<file path="config.mk">
export PLATFORM = sky130hd
export DESIGN_NAME = clock_step_control
export DESIGN_NICKNAME = d
export VERILOG_FILES = /design/src/rtl/clock_step_control.sv
export SDC_FILE = /design/constraint.sdc
export NUM_CORES = 1
export LEC_CHECK = 0
export ABC_AREA = 1
export CAP_MARGIN = 20
export CORE_ASPECT_RATIO = 1.2
export CORE_MARGIN = 2
export CORE_UTILIZATION = 35
export DETAILED_ROUTE_END_ITERATION = 12
export SYNTH_ARGS = -nofsm -noshare
export SYNTH_HDL_FRONTEND = slang
export SYNTH_SLANG_ARGS = --single-unit
</file>
<file path="constraint.sdc">
create_clock -name mclk -period 2.4 [get_ports mclk]
set_input_delay 0.6 -clock mclk [delete_from_list [all_inputs] [get_ports mclk]]
set_output_delay 0.6 -clock mclk [all_outputs]
set_load 0.005 [all_outputs]
</file>
<file path="src/rtl/clock_step_control.sv">
`default_nettype none
// ============================================================================
// Module      : clock_step_control
// Description : SAP1 clock-enable generator. Produces mclk_en in free-run mode
//               (divided from mclk), in single-step mode (one pulse per
//               debounced button press) and holds it low forever once the CPU
//               raises HLT.
// Revision    : 1.0 - initial release
// ============================================================================
module clock_step_control #(
    parameter int DIV_WIDTH       = 8,
    parameter int DEBOUNCE_CYCLES = 16
) (
    input  logic                 mclk,
    input  logic                 mrst_n,
    input  logic                 run_mode,
    input  logic                 step_btn,
    input  logic [DIV_WIDTH-1:0] div,
    input  logic                 halt,
    output logic                 mclk_en,
    output logic                 halted,
    output logic                 stepping
);

    // Debounce counter is wide enough for the largest legal DEBOUNCE_CYCLES.
    localparam int                c_DB_W     = 16;
    localparam logic [c_DB_W-1:0] c_DB_LIMIT = c_DB_W'(DEBOUNCE_CYCLES);
    localparam logic [c_DB_W-1:0] c_DB_ONE   = c_DB_W'(1);
    localparam logic [DIV_WIDTH-1:0] c_PRESC_ONE  = DIV_WIDTH'(1);
    localparam logic [DIV_WIDTH-1:0] c_PRESC_ZERO = '0;

    // FSM encoding
    localparam logic [1:0] c_ST_STEP = 2'd0;
    localparam logic [1:0] c_ST_RUN  = 2'd1;
    localparam logic [1:0] c_ST_HALT = 2'd2;

    // Synchronizer stages
    logic r_run_meta;
    logic r_run_sync;
    logic r_btn_meta;
    logic r_btn_sync;

    // Debouncer state
    logic [c_DB_W-1:0] r_db_cnt;
    logic              r_db_level;
    logic              r_db_prev;

    // FSM, prescaler and registered outputs
    logic [1:0]           r_state;
    logic [DIV_WIDTH-1:0] r_presc;
    logic                 r_mclk_en;
    logic                 r_halted;
    logic                 r_stepping;

    // Combinational helpers
    logic                 w_step_req;
    logic [1:0]           w_state_nxt;
    logic                 w_presc_hit;
    logic [DIV_WIDTH-1:0] w_presc_inc;

    // Two-flop synchronizers for the asynchronous mode switch and button.
    always_ff @(posedge mclk or negedge mrst_n) begin
        if (!mrst_n) begin
            r_run_meta <= 1'b0;
            r_run_sync <= 1'b0;
            r_btn_meta <= 1'b0;
            r_btn_sync <= 1'b0;
        end else begin
            r_run_meta <= run_mode;
            r_run_sync <= r_run_meta;
            r_btn_meta <= step_btn;
            r_btn_sync <= r_btn_meta;
        end
    end

    // Debouncer: the level follows the button only after it has disagreed
    // with the current level for DEBOUNCE_CYCLES consecutive cycles; any
    // agreement in between restarts the count.
    always_ff @(posedge mclk or negedge mrst_n) begin
        if (!mrst_n) begin
            r_db_cnt   <= '0;
            r_db_level <= 1'b0;
            r_db_prev  <= 1'b0;
        end else begin
            r_db_prev <= r_db_level;
            if (r_btn_sync == r_db_level) begin
                r_db_cnt <= '0;
            end else if (r_db_cnt == c_DB_LIMIT) begin
                r_db_level <= r_btn_sync;
                r_db_cnt   <= '0;
            end else begin
                r_db_cnt <= r_db_cnt + c_DB_ONE;
            end
        end
    end

    // One-cycle step request on the rising edge of the debounced level.
    assign w_step_req = r_db_level & ~r_db_prev;

    // Prescaler compare against the live divisor, so a new div applies at
    // the very next comparison. A prescaler already past the new div simply
    // keeps counting through its natural 2^DIV_WIDTH wrap.
    assign w_presc_hit = (r_presc == div);
    assign w_presc_inc = r_presc + c_PRESC_ONE;

    // Next-state logic: HALT is sticky and halt overrides any mode change.
    always_comb begin
        w_state_nxt = r_state;
        if (r_state == c_ST_HALT) begin
            w_state_nxt = c_ST_HALT;
        end else if (halt) begin
            w_state_nxt = c_ST_HALT;
        end else begin
            case (r_state)
                c_ST_STEP: w_state_nxt = r_run_sync ? c_ST_RUN  : c_ST_STEP;
                c_ST_RUN:  w_state_nxt = r_run_sync ? c_ST_RUN  : c_ST_STEP;
                default:   w_state_nxt = c_ST_STEP;
            endcase
        end
    end

    // FSM state, prescaler and the registered outputs. Enables are only
    // issued when the machine stays in the same state across the edge, which
    // drops step requests that collide with a mode change and suppresses
    // every pulse when halt arrives.
    always_ff @(posedge mclk or negedge mrst_n) begin
        if (!mrst_n) begin
            r_state    <= c_ST_STEP;
            r_presc    <= '0;
            r_mclk_en  <= 1'b0;
            r_halted   <= 1'b0;
            r_stepping <= 1'b1;
        end else begin
            r_state    <= w_state_nxt;
            r_halted   <= (w_state_nxt == c_ST_HALT);
            r_stepping <= (w_state_nxt == c_ST_STEP);

            if ((w_state_nxt == c_ST_RUN) && (r_state == c_ST_RUN)) begin
                r_presc <= w_presc_hit ? c_PRESC_ZERO : w_presc_inc;
            end else begin
                // Cleared on RUN entry, parked at zero elsewhere.
                r_presc <= '0;
            end

            if ((w_state_nxt == c_ST_RUN) && (r_state == c_ST_RUN)) begin
                r_mclk_en <= w_presc_hit;
            end else if ((w_state_nxt == c_ST_STEP) && (r_state == c_ST_STEP)) begin
                r_mclk_en <= w_step_req;
            end else begin
                r_mclk_en <= 1'b0;
            end
        end
    end

    assign mclk_en  = r_mclk_en;
    assign halted   = r_halted;
    assign stepping = r_stepping;

endmodule
`default_nettype wire

</file>
==> impl_metrics.csv <==
group,metric,value,unit
outcome,status,"complete, no violations",
timing,setup_violations,0,
global_routing,grt_max_degree,36,
worst_setup_path,cp_max_fo,1,
synth,netlist_instances,226,
timing,drv_slew,0,
timing,worst_slack,0.516,ns
die,rows,28,
route,drt-total-wl,3170,µm
placed_design,placed_area,0.00200,mm²
die,core,0.00494,mm²
layout,utilization,0.428,
global_routing,antenna_found_initial,0,
placed_design,place_ws,0.603,ns
synth,synth_seq_cells,35,
route,detail_route.vias_per_cell,4.43,
cts,h-tree-depth,2,
worst_setup_path,path_buf_inv,1,
global_routing,grt_pass1_wl,5840,µm
cts,cts_tree,"done",
die,chipWidth,69.2,µm
power,p_leak,0.946,nW
route,route.vias.total,1363,
layout,final_common_cell,"nand2_1",
worst_setup_path,worstPathArrival,1.28,ns
synth,synth-warning-count,0,
die,fp.dieArea,0.00570,mm²
synth,synth_area_leader_cell,"dfrtp_1",
power,comb_power_share,0.047,
cts,clockBufferDepth,2,
worst_setup_path,start_kind,"register",
synth,avgSynthCellArea,7.91,µm²
worst_hold_path,min_delay_worst_endpoint,"r_btn_sync",
timing,clock.fmax,531,MHz
worst_setup_path,reg2reg_depth,6,
power,powerDensity,571,mW/mm²
layout,final_cell_mix,"nand2_1 (55), nor2_1 (47), dfrtp_1 (34)",
placed_design,gp_congestion,0.871,
layout,drive_above_1_share,0.0847,
layout,syn_to_final_growth,18.3,%
timing,rsz0062_at_grt,"no",
die,dieHeight,82.3,µm
timing,slew_headroom,0.489,
cts,cts_root_buffer,"clkbuf_8",
global_routing,overflow,0,
layout,antenna_cells,0,
power,power_frac_clock,0.452,
worst_hold_path,whs_path_depth,0,
worst_setup_path,end_kind,"output port",
synth,synth.cell_area,0.00179,mm²
power,swShare,0.204,
timing,timing.final.crit_share,0.785,
worst_setup_path,crit_chain,"clkdlybuf4s50_1",
worst_setup_path,cpLargestDelayFamily,"flip-flops",
worst_setup_path,r2r_start,"r_db_cnt[0]",
timing,whs,0.351,ns
power,irDropWorstVdd,0.296,mV
synth,yosysUniqueCellTypes,21,
timing,worstMarginPinSlew,0.767,ns
job,cap_violations,0,
placed_design,dp_hpwl,2300,µm
cts,holdBufCountCts,0,
cts,cts.sink_count,35,
worst_setup_path,rr_endpoint,"r_db_cnt[12]",
timing,fin_tns_setup,0,ns
synth,synth_top_area_share,0.476,
worst_hold_path,hp-start,"r_btn_meta",
layout,finalNetCount,263,
worst_setup_path,critical-path-max-stage-delay,0.51,ns
route,postRouteAntennaNets,0,
route,firstDrtPassIters,4,
route,wl_per_cell,10.3,µm
power,p_int,0.960,mW
cts,clkTransAtPathRegs,0.07,ns
placed_design,place_inst,300,
synth,synth_area_leaders,"dfrtp_1 (48%), nand2_1 (12%), nor2_1 (9.9%)",
route,drtIter0Drc,71,
timing,layout_min_cycle_time,1.88,ns
timing,hold_viol,0,
die,initial_core_util,0.362,
worst_hold_path,hp-class,"register to register",
synth,yosysSeqAreaShare,0.491,
power,sequentialPowerShare,0.501,
cts,insertion_delay,0.28,ns
cts,cts_resized,0,
worst_setup_path,crit_required,1.80,ns
cts,cts_inserted_buffers,5,
cts,cts_setup_buffers,0,
layout,design_area,0.00211,mm²
power,power_switching,0.247,mW
layout,stdcell_count,308,
global_routing,grt_usage,0.130,
global_routing,grt_pass1_vias,1376,
synth,synth_nets,242,
power,power,1.21,mW
placed_design,portBuffers,15,
worst_setup_path,regToRegSetupSlack,1.06,ns
die,io-pin-count,16,
route,drcViolationCount,0,
worst_setup_path,path_class,"register to output port",
worst_setup_path,cpMaxStageDelayCell,"dfstp_2",
timing,finClkSkew,0.00410,ns
==> state kept, by name (all words and copies together) (netlist names) <==
register / cells
halted: 1
mclk_en: 1
r_btn_meta: 1
r_btn_sync: 1
r_db_cnt: 16
r_db_level: 1
r_db_prev: 1
r_presc: 8
r_run_meta: 1
r_run_sync: 1
r_state: 2
stepping: 1
==> metal layers <==
metal / share of wire / track usage
met1: 0.46 / 0.155
met2: 0.49 / 0.229
met3: 0.037 / 0.0231
met4: 0.017 / 0.0667
met5: 0 / 0
==> synth_stat cells <==
master and instances:
nand4_1 4, nand2_1 55, nor2_1 47, inv_1 30, xor2_1 11, nand2_2 2, nor2_4 1, ha_1 3
xnor2_1 7, or2_2 1, nand3_2 1, inv_2 2, dfstp_2 1, a21oi_1 1, dfrtp_1 34, nor2_2 4
o21ai_1 2, buf_6 1, nor3_1 3, nand3_1 15, o21ai_0 1
==> power by group through the flow <==
stage / clock network (mW) / registers, mW / logic, mW
floorplan: 0 / 0.614 / 0.0253
global placement: 0 / 0.616 / 0.0591
detailed placement: 0 / 0.616 / 0.0593
CTS: 0.569 / 0.604 / 0.0599
global route: 0.588 / 0.606 / 0.0682
finish: 0.545 / 0.605 / 0.0573
==> layout make-up <==
cell class              instances  area, µm²
multi-input cells             158        778
fillers                       510       2830
well taps                      60       75.1
clock inverters                 2       35.0
flip-flops and latches         35        877
inverters                      32        120
clock buffers                   6       82.6
repair buffers                 15        145
==> kinds of logic after synthesis <==
| family | count (synthesis) | synth area share |
|---|---|---|
| adders and majority gates | 3 | 0.0210 |
| and+or+nand+nor | 133 | 0.315 |
| AOI/OAI and AO/OA | 4 | 0.0112 |
| buffers and inverters | 33 | 0.0735 |
| DFF | 35 | 0.491 |
| xor gates and xnor gates | 18 | 0.0882 |
==> how the worst max path moves through the flow <==
stage              from  cells after the start         end  slack (ns)
6_report       stepping                      1    stepping        0.52
4_1_cts        stepping                      1    stepping        0.50
5_1_grt        stepping                      1    stepping        0.47
3_3_place_gp     div[6]                      8  r_presc[6]        0.62
2_1_floorplan      halt                      7     mclk_en        1.15
3_5_place_dp     div[6]                      8  r_presc[4]        0.60
(Power assumes the default switching activity.)
